<file path="src/rtl/tt_um_serial_adder_yoda_pkg.sv">
// Shared constants for the bit-serial adder: width, FSM encoding and pad bit positions.
package tt_um_serial_adder_yoda_pkg;

  // Operand/result width; fixed by the 8-bit pad interface.
  localparam int unsigned WIDTH = 8;
  localparam int unsigned CntW  = $clog2(WIDTH);

  typedef enum logic [1:0] {
    StIdle = 2'd0,
    StRun  = 2'd1,
    StDone = 2'd2
  } state_e;

  // uio_in control bit positions
  localparam int unsigned UioLoadA = 0;
  localparam int unsigned UioLoadB = 1;
  localparam int unsigned UioStart = 2;
  localparam int unsigned UioCin   = 3;

  // uio_out status bit positions
  localparam int unsigned UioCout  = 5;
  localparam int unsigned UioBusy  = 6;
  localparam int unsigned UioDone  = 7;

  // Only the three status bits are driven out.
  localparam logic [7:0] UioOeMask = 8'b1110_0000;

endpackage

</file>
<file path="src/rtl/tt_um_serial_adder_yoda_fa_cell.sv">
// Gate-level full adder used as the single arithmetic cell of the serial adder.
module tt_um_serial_adder_yoda_fa_cell (
  input  logic a_i,
  input  logic b_i,
  input  logic cin_i,
  output logic sum_o,
  output logic cout_o
);

  logic axb;

  assign axb    = a_i ^ b_i;
  assign sum_o  = axb ^ cin_i;
  assign cout_o = (a_i & b_i) | (cin_i & axb);

endmodule

</file>
<file path="src/rtl/tt_um_serial_adder_yoda.sv">
// Bit-serial 8-bit adder: load A/B, start, shift LSB-first through one full adder for
// WIDTH cycles, then publish sum in R and carry-out in cout_r.
module tt_um_serial_adder_yoda
  import tt_um_serial_adder_yoda_pkg::*;
(
  input  logic       clk,
  input  logic       rst_n,
  input  logic       ena,
  input  logic [7:0] ui_in,
  input  logic [7:0] uio_in,
  output logic [7:0] uo_out,
  output logic [7:0] uio_out,
  output logic [7:0] uio_oe
);

  state_e            state_q, state_d;
  logic [WIDTH-1:0]  a_q, a_d;
  logic [WIDTH-1:0]  b_q, b_d;
  logic [WIDTH-1:0]  s_q, s_d;
  logic [WIDTH-1:0]  r_q, r_d;
  logic              carry_q, carry_d;
  logic              cout_q, cout_d;
  logic [CntW-1:0]   cnt_q, cnt_d;

  logic load_a, load_b, start, cin;
  logic fa_sum, fa_cout;
  logic last_bit;
  logic unused;

  assign load_a   = uio_in[UioLoadA];
  assign load_b   = uio_in[UioLoadB];
  assign start    = uio_in[UioStart];
  assign cin      = uio_in[UioCin];
  assign last_bit = (cnt_q == CntW'(WIDTH - 1));
  assign unused   = ^{ena, uio_in[7:4]};

  tt_um_serial_adder_yoda_fa_cell u_fa_cell (
    .a_i   (a_q[0]),
    .b_i   (b_q[0]),
    .cin_i (carry_q),
    .sum_o (fa_sum),
    .cout_o(fa_cout)
  );

  // State and datapath registers; synchronous active-low reset wins over everything.
  always_ff @(posedge clk) begin
    if (!rst_n) begin
      state_q <= StIdle;
      a_q     <= '0;
      b_q     <= '0;
      s_q     <= '0;
      r_q     <= '0;
      carry_q <= 1'b0;
      cout_q  <= 1'b0;
      cnt_q   <= '0;
    end else begin
      state_q <= state_d;
      a_q     <= a_d;
      b_q     <= b_d;
      s_q     <= s_d;
      r_q     <= r_d;
      carry_q <= carry_d;
      cout_q  <= cout_d;
      cnt_q   <= cnt_d;
    end
  end

  // Next-state logic; the unused encoding falls back to idle.
  always_comb begin
    state_d = state_q;
    unique case (state_q)
      StIdle:  if (start) state_d = StRun;
      StRun:   if (last_bit) state_d = StDone;
      StDone:  if (!start) state_d = StIdle;
      default: state_d = StIdle;
    endcase
  end

  // Datapath next-state: operand capture in idle, one shift/add step per run cycle.
  always_comb begin
    a_d     = a_q;
    b_d     = b_q;
    s_d     = s_q;
    r_d     = r_q;
    carry_d = carry_q;
    cout_d  = cout_q;
    cnt_d   = cnt_q;
    unique case (state_q)
      StIdle: begin
        if (load_a) a_d = ui_in;
        if (load_b) b_d = ui_in;
        if (start) begin
          carry_d = cin;
          cnt_d   = '0;
        end
      end
      StRun: begin
        s_d     = {fa_sum, s_q[WIDTH-1:1]};
        a_d     = a_q >> 1;
        b_d     = b_q >> 1;
        carry_d = fa_cout;
        cnt_d   = cnt_q + 1'b1;
        // Publish including the bit produced this cycle.
        if (last_bit) begin
          r_d    = {fa_sum, s_q[WIDTH-1:1]};
          cout_d = fa_cout;
        end
      end
      default: ;
    endcase
  end

  // Pad outputs decoded from state and result registers.
  always_comb begin
    uo_out           = r_q;
    uio_out          = '0;
    uio_out[UioDone] = (state_q == StDone);
    uio_out[UioBusy] = (state_q == StRun);
    uio_out[UioCout] = cout_q;
    uio_oe           = UioOeMask;
  end

endmodule

</file>
<file path="config.mk">
export PLATFORM = sky130hd
export DESIGN_NAME = tt_um_serial_adder_yoda
export DESIGN_NICKNAME = d
export VERILOG_FILES = /design/src/rtl/tt_um_serial_adder_yoda_pkg.sv /design/src/rtl/tt_um_serial_adder_yoda_fa_cell.sv /design/src/rtl/tt_um_serial_adder_yoda.sv
export SDC_FILE = /design/constraint.sdc
export NUM_CORES = 1
export LEC_CHECK = 0
export ABC_AREA = 1
export CAP_MARGIN = 30
export CORE_MARGIN = 4
export CORE_UTILIZATION = 59
export CTS_BUF_LIST = sky130_fd_sc_hd__clkbuf_8
export DETAILED_ROUTE_END_ITERATION = 6
export DONT_BUFFER_PORTS = 1
export GPL_TIMING_DRIVEN = 0
export PLACE_DENSITY_LB_ADDON = 0.15
export SYNTH_ARGS = -nofsm -noshare
export SYNTH_HDL_FRONTEND = slang
export SYNTH_SLANG_ARGS = --single-unit
</file>
<file path="constraint.sdc">
create_clock -name clk -period 1.3 [get_ports clk]
set_clock_uncertainty 0.15 [all_clocks]
set_input_delay 0.26 -clock clk [delete_from_list [all_inputs] [get_ports clk]]
set_output_delay 0.26 -clock clk [all_outputs]
set_load 0.01 [all_outputs]
</file>
==> impl_results.md, run 1 <==
* Status: finished with violations
* Violated checks: negative setup slack
* FF-to-FF End: uo_out[7]
* Distinct cells, synth at 21
* CTS Buf Count at 5
* GRT Util Overall at 0.2160
* Worst min-delay path endpoint: cnt_q[1]
* Max clock buf depth at 2
* Net Sw Frac at 0.2972
* Reg2Reg Depth at 9
* Largest family of logic cells by synthesized area: simple AND/OR/NAND/NOR gates
* CP delay by family, top: flip-flops
* CTS root buffer: clkbuf_8
* Full die area at between 4000 and 5000 µm²
* GRT Residual Overflow at 0
* Cell Chain, Critical Path: inv_4 > nor2_4 > buf_6 > buf_6
* Worst r2r src: state_q[0]
* CP max stage delay at 0.38 ns
* Xor/xnor share of the synthesized area at 0
* Routability cong. at slightly below 0.8
* CP required at roughly 0.89 ns
* Overall Power at approximately 2.6 mW
* Smallest setup slack after layout at -0.1147 ns
* Final Core Density at 0.8323
* Flop2flop setup slack at -0.07 ns
* IO Port Bufs at 0
* Global-route wire length before repair at 7.065 mm
* WS Path Type: flip-flop to output pin
* Synth Flop Type: dfxtp_1
* Synthesized area at 1939 µm²
* Syn_area_per_cell at 6.734 µm²
* Total vias in the final route at 1,854
* Maxcap violations at 0
* IO Count at 43
* Final setup viols at 14
* Hold depth at 3
* Die Wd at 65.33 µm
* Antenna-violating nets left at 0
* Post-synth EDFFs at 0
* Initial Util at 0.6250
* # fillers at approximately 190
* Mux contribution to synthesized area at 0
* Synth warnings at 0
* Largest net degree at the start of global routing at 11
* Combinational power share at 0.220
* Register area share after synthesis at 0.3923
* Drt drc at 0
* Clk_lat worst skew at roughly 0.3 ns
* Syn Inst Count at 288
* Fin. Hold Viols at 0
* Period utilisation layout at 1.088
* Dpl hpwl at between 2 and 3 mm
* Routed WL at just under 5 mm
* 1st-iter DRT viols at 184
* NumNets Final at ~350
* Top cells by area, synth: dfxtp_1 39%, nand2_1 15%, nor2_1 13%
* Post-Synth Simple-Gate Area at 0.3516
* Hold_sp: uio_in[2]
* Clock-pin slew on the worst setup and hold paths at around 0.07 ns
* Worst path bufs/invs at 3
* NetSw at between 700 and 800 µW
* Highest Clock Rate at 706.9 MHz
* Commonest non-fill, non-tap cell in the layout: nand2_1
* Vias in the first global route at roughly 1,600
* Core Footprint at a little over 3000 µm²
* Placed instance area at approximately 2000 µm²
* Syn-to-layout area delta at 33.16%
* CP endpoint kind: output pin
* Int Pwr at roughly 1.9 mW
* Die height at about 65 µm
* Minimum clock period at between 1 and 1.5 ns
* Slew HR at 0.6463
* Post-synth top area cell: dfxtp_1
* Most used cell, CP: buf_6
* Top cell type's share of synthesized area at 0.3923
* Hold crit path type: input port to flip-flop
* P_leak at 1.280 nW
* Wire per inst at approximately 13 µm
* Pwr Density at ~1000 nW/µm²
* Seq pwr share at 0.491
* Adder-Cell Fraction of Synth Area at 0.02323
* Total negative slack at -0.4814 ns
* Final Max Tran Viols at 0
* Complex-gate fraction of the synthesized area at 0.05226
* Design area at 2582 µm²
* H-tree depth at 2
* Critical-path top delay cell: dfxtp_4
* Most frequent cells in the layout: 61 x nand2_1, 54 x nor2_1, 33 x inv_1, 32 x dfxtp_1, 26 x buf_4
* FF+latch count, synth at 38
* Hold slack at roughly 0.029 ns
* Drt pass-1 iters at 4
* Ys async rst share at 0
* RSZ-0062 raised after global routing: yes
* Crit start category: flip-flop
* Initial antenna violation count at 0
* Clock share of power at 0.289
* Diode count at 0
* Max IR drop VDD at about 0.00085 V
* CTS tree: done
* Worst-Margin Slew at roughly 0.53 ns
* Worst EP arrival at 1.00 ns
* Average vias per placed instance at 4.931
* Rows at 20
* Layout cells sized above 1 at 0.3373
* Max FO, Critical Path at 3
* CTS Sinks at 38
==> cell families (layout without fill, tap and decap cells) <==
group                      Yosys count  after routing
AOI/OAI and AO/OA                   15             15
adders and majority gates            3              3
buffers and inverters               60             93
DFF                                 38             38
other                                2             13
and+or+nand+nor                    170            170
==> sequential cells by signal (all words and copies together) (netlist names) <==
name	cells
state_q	2
b_q	8
uo_out	8
s_q	7
a_q	8
carry_q	1
cout_q	1
cnt_q	3
==> power groups by stage <==
stage	Sequential [mW]	Clock [mW]	Combinational, mW
final	1.30	0.762	0.581
after global routing	1.30	0.822	0.638
after CTS	1.29	0.776	0.434
after detailed placement	1.31	0	0.386
after global placement	1.31	0	0.377
after floorplan	1.30	0	0.326
==> what timing repair did <==
action,CTS,global route
gates cloned,3,1
setup buffers,12,11
hold buffers,2,0
resized for setup,18,65
pin swaps,5,26
setup endpoints to repair,19,29
hold endpoints to repair,5,0
==> metal layers <==
| layer | wire length [µm] | vias to the layer above | GRT usage |
|---|---|---|---|
| li1 | - | 924 | - |
| met1 | 2041 | 859 | 0.2620 |
| met2 | 2481 | 66 | 0.3489 |
| met3 | 359 | 5 | 0.08376 |
| met5 | 0 | - | 0 |
| met4 | 52 | 0 | 0.07254 |
==> through the flow <==
stage | setup slack (ns) | instances
floorplan | 0.008035 | 299
global placement | -0.08411 | 343
detailed placement | -0.09518 | 343
CTS | -0.1284 | 366
global route | -0.1602 | 376
finish | -0.1147 | 376
==> area by class of cell <==
class	count	area, µm²	area share
Clock inverter	2	7.507	0.002907
Clock buffer	5	68.82	0.02665
Sequential cell	38	773.2	0.2994
Timing Repair Buffer	27	252.7	0.09787
Buffer	26	231.5	0.08963
Tap cell	44	55.05	0.02132
Inverter	33	128.9	0.04990
Multi-Input combinational cell	201	1065	0.4123
==> how the worst max path moves through the flow <==
stage                    start    endpoint  slack (ns)  cells past startpoint
detailed placement  state_q[0]  uio_out[6]        -0.1                      4
finish              state_q[0]  uio_out[6]       -0.11                      4
global route        state_q[0]  uio_out[6]       -0.16                      4
floorplan             cnt_q[0]      cout_q       0.008                      7
CTS                 state_q[0]  uio_out[6]       -0.13                      4
global placement    state_q[0]  uio_out[6]       -0.08                      4
==> worst register-to-register path, delay by kind of cell (launching register included) <==
| family | cells | cell delay, ns |
|---|---|---|
| and+or+nand+nor | 5 | 0.40 |
| DFF | 1 | 0.38 |
| buffers and inverters | 4 | 0.38 |
==> synthesized netlist by cell type (2+ instances only) <==
library cell  instances
a21oi_1               4
buf_4                17
buf_6                 7
clkbuf_1              2
conb_1                2
dfxtp_1              38
ha_1                  2
inv_1                31
inv_2                 2
nand2_1              80
nand2_2               2
nand3_1              17
nor2_1               68
o21ai_0               8
o21ai_4               2
Power figures use the tool's default switching activity.
==> inputs of run 2 (changes only) <==
--- a/config.mk
+++ b/config.mk
@@ -14,6 +14,8 @@
 export DONT_BUFFER_PORTS = 1
 export GPL_TIMING_DRIVEN = 0
 export PLACE_DENSITY_LB_ADDON = 0.15
+export SETUP_SLACK_MARGIN = 0.4
 export SYNTH_ARGS = -nofsm -noshare
 export SYNTH_HDL_FRONTEND = slang
+export SYNTH_HIERARCHICAL = 1
 export SYNTH_SLANG_ARGS = --single-unit
==> run 2 against run 1 <==
Hold slack got worse by 0.090 ns. Via count rose by 8.9%. Non-clock buffer count is 2 higher. First-iteration DRC count is 15% lower. Sequential cell count unchanged. Sequential power is essentially flat. Highest routed layer unchanged. Combinational power up 6.5%. Maximum frequency shrank 3.1%. Cell count grew 1.1%. Clock-buffer cell count grew 1. Critical endpoint unchanged. Largest cell class unchanged. Design area rose by 4.9%. Routed wire length up 25%. The run ends with negative hold slack, negative setup slack left.
==> impl_results.md, run 2 <==
* CP required at 0.89 ns (about the same)
* Count leader, synth: nand2_1
* Clock-pin slew on the worst setup and hold paths at 0.07 ns (about the same)
* Final Max Tran Viols at 0 (unchanged)
* 1st-iter DRT viols at 156 (-15%)
* Register area share after synthesis at 0.3938 (+0.001524)
* CTS tree: done
* CTS Sinks at 38 (unchanged)
* Vias in the first global route at 1,823 (+15%)
* Minimum clock period at 1.460 ns (+0.04499 ns)
* Syn Inst Count at 288 (unchanged)
* Syn_area_per_cell at 6.708 µm² (-0.39%)
* Status: finished with violations
* Syn-to-layout area delta at 40.29%
* GRT Residual Overflow at 0 (unchanged)
* Commonest non-fill, non-tap cell in the layout: nand2_1
* Post-synth top cells: 82 x nand2_1, 69 x nor2_1, 38 x dfxtp_1, 31 x inv_1
* Hold crit path type: input port to flip-flop
* Antenna-violating nets left at 0 (unchanged)
* Max IR drop VDD at 0.001140 V (+35%)
* Final setup viols at 33 (+19)
* CTS root buffer: clkbuf_8
* H-tree depth at 2 (unchanged)
* NumNets Final at 357 (+0.85%)
* Drt pass-1 iters at 5 (+1)
* RSZ-0062 raised after global routing: yes
* Synth warnings at 6 (+6)
* Diode count at 0 (unchanged)
* Layout cells sized above 1 at 0.3899 (+0.05253)
* Crit start category: flip-flop
* Most frequent cells in the layout: 73 x nand2_1, 52 x nor2_1, 31 x inv_1, 25 x buf_6
* Post-route insts no fill at 380 (+1.1%)
* # fillers at 160 (-16%)
* FF+latch count, synth at 38 (unchanged)
* Average vias per placed instance at 5.313 (+7.8%)
* Hold slack at -0.06111 ns (-0.08966 ns)
* Top cell type's share of synthesized area at 0.3938 (+0.001524)
* Pwr Density at 1026 nW/µm² (+0.39%)
* Worst-Margin Slew at 0.5511 ns (+0.02050 ns)
* Period utilisation layout at 1.123 (+0.03461)
* Core Footprint at 3103 µm² (unchanged)
* Initial antenna violation count at 0 (unchanged)
* GRT Util Overall at 0.2526 (+0.03661)
* Maxcap violations at 0 (unchanged)
* Initial Util at 0.6226 (-0.002419)
* Synthesized area at 1932 µm² (-0.39%)
* IO Count at 43 (unchanged)
* Die Wd at 65.22 µm (-0.17%)
* Dpl cells at 343 (unchanged)
* Worst EP arrival at 1.05 ns (+0.05 ns)
* Wire per inst at 16.28 µm (+24%)
* Ys async rst share at 0 (unchanged)
* Max FO, Critical Path at 3 (unchanged)
* Drt drc at 0 (unchanged)
* Global-route wire length before repair at 8.204 mm (+16%)
* Synth Flop Type: dfxtp_1
* Die height at 65.22 µm (-0.17%)
* Post-synth EDFFs at 0 (unchanged)
* Dpl hpwl at 2.665 mm (-0.71%)
* Max clock buf depth at 2 (unchanged)
* Slew HR at 0.6326 (-0.01367)
* Largest net degree at the start of global routing at 12 (+1)
* Distinct cells, synth at 19 (-9.5%)
* P_leak at 1.310 nW (+2.3%)
* Routed WL at 6.186 mm (+25%)
* Total vias in the final route at 2,019 (+8.9%)
* WS Path Type: flip-flop to output pin
* Full die area at 4254 µm² (-0.34%)
* CP endpoint kind: output pin
* Overall Power at 2.780 mW (+5.3%)
* CTS Buf Count at 5 (unchanged)
* Violated checks: negative hold slack, negative setup slack
* Post-synth top area cell: dfxtp_1
* Routability cong. at 0.8366 (+6.7%)
* Rows at 20 (unchanged)
* Smallest setup slack after layout at -0.1596 ns (-0.04499 ns)
* Highest Clock Rate at 685.1 MHz (-3.1%)
* Fin. Hold Viols at 5 (+5)
* IO Port Bufs at 0 (unchanged)
* Clk_lat worst skew at 0.29 ns (about the same)
* Top cells by area, synth: dfxtp_1 39%, nand2_1 16%, nor2_1 13%
## run 2: cell counts after synthesis
No cell type changed its count.
## run 2: path summary, 6_finish.rpt
| kind | from | end | slack [ns] | cells past startpoint |
|---|---|---|---|---|
| max | state_q[0] | uio_out[6] | -0.16 | 4 |
| min | rst_n | s_q[7] | -0.06 | 2 |
| max reg2reg | state_q[0] | uo_out[7] | -0.13 | 9 |
| min reg2reg | s_q[1] | uo_out[0] | 0.36 | 2 |
## run 2: layer usage
metal,vias to the layer above,share of wire,global-route usage
met2,119,0.51,0.4589
met4,0,0.056,0.1347
met5,-,0,0
met3,41,0.077,0.06325
li1,929,-,-
met1,930,0.36,0.2647
## run 2: cells by family (layout without fill, tap and decap cells)
| logic type | after synthesis | after routing | synth area share |
|---|---|---|---|
| other | 2 | 13 | 0.003887 |
| DFF | 38 | 38 | 0.3938 |
| buffers and inverters | 60 | 96 | 0.1775 |
| adders and majority gates | 3 | 3 | 0.02331 |
| and+or+nand+nor | 170 | 171 | 0.3491 |
| AOI/OAI and AO/OA | 15 | 15 | 0.05246 |
## run 2: stage by stage
step | cell area (µm²) | setup TNS (ns) | util | setup slack [ns]
2_1_floorplan | 2037 | 0 | - | 0.07110
3_3_place_gp | 2092 | -0.1878 | 0.6742 | -0.03616
3_5_place_dp | 2092 | -0.2862 | 0.6742 | -0.03710
4_1_cts | 2527 | -0.7639 | 0.8145 | -0.1313
5_1_grt | 2710 | -3.556 | 0.8734 | -0.1991
6_report | 2710 | -2.268 | 0.8734 | -0.1596
## run 2: report_power, final
group / total (mW) / internal [mW] / switching (mW) / leakage, nW
sequential: 1.31 / 1.24 / 0.0718 / 0.320
clock: 0.848 / 0.420 / 0.428 / 0.0524
combinational: 0.619 / 0.272 / 0.347 / 0.937
## run 2: what timing repair did
action,in CTS,in global routing
pin swaps,23,24
cloned,6,1
endpoints found under the hold margin,5,5
setup buffers,18,4
endpoints found under the setup margin,49,49
resized for setup,63,41
## run 2: critical path: stages, from the launching register on
cell     delay, ns
dfxtp_4       0.39
inv_4         0.04
nor2_4        0.11
buf_6         0.12
buf_6         0.09
## run 2: final cells by class
class	instances	area, µm²	area share
flip-flops and latches	38	785.8	0.2899
clock buffers	6	82.58	0.03047
well taps	44	55.05	0.02031
inverters	33	128.9	0.04755
plain buffers	27	237.7	0.08772
repair buffers	28	296.5	0.1094
clock inverters	2	8.758	0.003232
multi-input cells	202	1115	0.4114
==> inputs of run 3 (changes only) <==
--- a/config.mk
+++ b/config.mk
@@ -7,8 +7,10 @@
 export LEC_CHECK = 0
 export ABC_AREA = 1
 export CAP_MARGIN = 30
+export CELL_PAD_IN_SITES_DETAIL_PLACEMENT = 0
+export CELL_PAD_IN_SITES_GLOBAL_PLACEMENT = 1
 export CORE_MARGIN = 4
-export CORE_UTILIZATION = 59
+export CORE_UTILIZATION = 41
 export CTS_BUF_LIST = sky130_fd_sc_hd__clkbuf_8
 export DETAILED_ROUTE_END_ITERATION = 6
 export DONT_BUFFER_PORTS = 1
==> run 3 against run 2 <==
The run still ends with negative hold slack, negative setup slack left. Critical path depth unchanged. Largest cell class unchanged. Non-clock buffer count down 7. Register-to-register slack better by 0.05 ns. Combinational power down 14%. Hold slack better by 0.042 ns.
==> impl_results.md, run 3 (synthesis results as in run 2) <==
* Total vias in the final route at 1,734 (-14%)
* Final setup viols at 24 (-27%)
* Hold crit path type: input port to flip-flop
* Crit start category: flip-flop
* Wire per inst at 12.76 µm (-22%)
* Global-route wire length before repair at 8.183 mm (-0.26%)
* CP Launch Point: state_q[0]
* # fillers at 434 (+170%)
* Pwr Density at 1151 nW/µm² (+12%)
* Initial Util at 0.4347 (-0.1879)
* Status: finished with violations
* Smallest setup slack after layout at -0.1267 ns (+0.03293 ns)
* Worst path depth at 4 (unchanged)
* Drt pass-1 iters at 4 (-1)
* Commonest non-fill, non-tap cell in the layout: nand2_1
* Max clock buf depth at 2 (unchanged)
* Routed WL at 4.847 mm (-22%)
* CP max stage delay at 0.37 ns (-0.02 ns)
* Routability cong. at 0.7297 (-13%)
* Final Max Tran Viols at 0 (unchanged)
* IO Count at 43 (unchanged)
* WS Path Type: flip-flop to output pin
* 1st-iter DRT viols at 71 (-54%)
* CTS Sinks at 38 (unchanged)
* Critical Path End: uio_out[6]
* Period utilisation layout at 1.097 (-0.02533)
* Syn-to-layout area delta at 37.44%
* Max FO, Critical Path at 3 (unchanged)
* CTS Buf Count at 5 (unchanged)
* Initial antenna violation count at 0 (unchanged)
* CP endpoint kind: output pin
* Clk_lat worst skew at 0.29 ns (about the same)
* Clock-pin slew on the worst setup and hold paths at 0.08 ns (about the same)
* Worst-Margin Slew at 0.6005 ns (+0.04943 ns)
* Violated checks: negative hold slack, negative setup slack
* Worst EP arrival at 1.02 ns (-0.03 ns)
* Diode count at 0 (unchanged)
* Pre-CTS setup slack at -0.06254 ns (-0.02544 ns)
* Worst path bufs/invs at 3 (unchanged)
* Highest Clock Rate at 700.9 MHz (+2.3%)
* Vias in the first global route at 1,695 (-7.0%)
* CTS tree: done
* Final Core Density at 0.5974 (-0.2760)
* IO Port Bufs at 0 (unchanged)
* Full die area at 5874 µm² (+38%)
* GRT Residual Overflow at 0 (unchanged)
* Core Footprint at 4444 µm² (+43%)
* CP delay by family, top: flip-flops
* Most frequent cells in the layout: 69 x nand2_1, 65 x nor2_1, 29 x inv_1, 23 x dfxtp_1, 18 x buf_4
* Die Wd at 76.64 µm (+18%)
* Critical-path top delay cell: dfxtp_4
* Reg area at 784.5 µm² (-0.16%)
* H-tree depth at 2 (unchanged)
* CTS root buffer: clkbuf_8
* Cts hold-fix bufs at 1
* Slew HR at 0.5996 (-0.03295)
* NumNets Final at 349 (-2.2%)
* RSZ-0062 raised after global routing: yes
* Max IR drop VDD at 0.0004760 V (-58%)
* GRT Util Overall at 0.1746 (-0.07805)
* Cell Chain, Critical Path: inv_2 > nor2_4 > buf_6 > buf_6
* Largest net degree at the start of global routing at 14 (+2)
* Flop2flop setup slack at -0.08 ns (+0.05 ns)
* Antenna-violating nets left at 0 (unchanged)
* Rows at 24 (+20%)
* Average vias per placed instance at 4.563 (-14%)
* Area taken by multi-input logic gates at 1035 µm² (-7.2%)
* Die height at 76.64 µm (+18%)
* Hold depth at 2 (unchanged)
* FF-to-FF End: a_q[2]
* Dpl hpwl at 3.001 mm (+13%)
* Minimum clock period at 1.427 ns (-0.03293 ns)
* Overall Power at 3.055 mW (+9.9%)
* Most used cell, CP: buf_6
* CP required at 0.89 ns (about the same)
* Drt drc at 0 (unchanged)
* Worst r2r src: state_q[0]
* P_leak at 1.275 nW (-2.7%)
* Layout cells sized above 1 at 0.3384 (-0.05147)
* Fin. Hold Viols at 2 (-3)
* Hold slack at -0.01909 ns (+0.04202 ns)
* Reg2Reg Depth at 6 (-3)
* Maxcap violations at 0 (unchanged)
run 3: cell count changes in the layout (fill, tap and decap cells not counted), moves of 6 or more:
cell     previous run  this run
nor2_1             52        65
nor2_2             12         3
buf_6              25        17
nand2_2             6        12
run 3: metrics by stage:
stage,std cells,TNS (ns),instance area (µm²)
after floorplan,299,0,2037
after global placement,351,-0.2088,2102
after detailed placement,351,-0.2541,2102
after CTS,380,-0.3442,2591
after global routing,380,-2.553,2655
final,380,-0.7491,2655
run 3: final cells by class:
cell class,instances,area share
Tap cell,52,0.02451
Buffer,27,0.09708
Clock buffer,5,0.02592
Multi-Input combinational cell,201,0.3897
Sequential cell,38,0.2955
Timing Repair Buffer,21,0.09378
Inverter,33,0.04760
Clock inverter,3,0.02592
run 3: layer usage:
metal	routed length, µm	track usage	vias up	part of all wire
li1	-	-	910	-
met1	2129	0.1962	786	0.44
met2	2464	0.3216	30	0.51
met3	190	0.04137	8	0.039
met4	62	0.05616	0	0.013
met5	0	0	-	0
run 3: worst min path at each step:
stage	startpoint	endpoint	slack, ns
floorplan	rst_n	s_q[1]	0.25
global placement	rst_n	s_q[2]	0.25
detailed placement	rst_n	s_q[2]	0.25
CTS	uio_in[2]	state_q[1]	-0.04
global route	uio_in[2]	state_q[1]	-0.01
finish	uio_in[2]	state_q[1]	-0.02
run 3: power by group:
group	internal (mW)	switching, mW	total [mW]
Clock	0.769	0.456	1.23
Sequential	1.24	0.0549	1.29
Combinational	0.241	0.293	0.535
run 3: worst reg2reg max path, delay by kind of cell (launching register included):
kind / cells / cell delay, ns
flip-flops: 1 / 0.36
AO/OA/AOI/OAI: 1 / 0.30
buffers and inverters: 2 / 0.33
AND/OR/NAND/NOR: 3 / 0.14
run 3: what timing repair did:
action,CTS,global route
hold endpoints to repair,5,1
gates resized for setup,59,20
pin swaps,20,16
buffers inserted,16,0
gates cloned,4,0
endpoints found under the setup margin,49,49
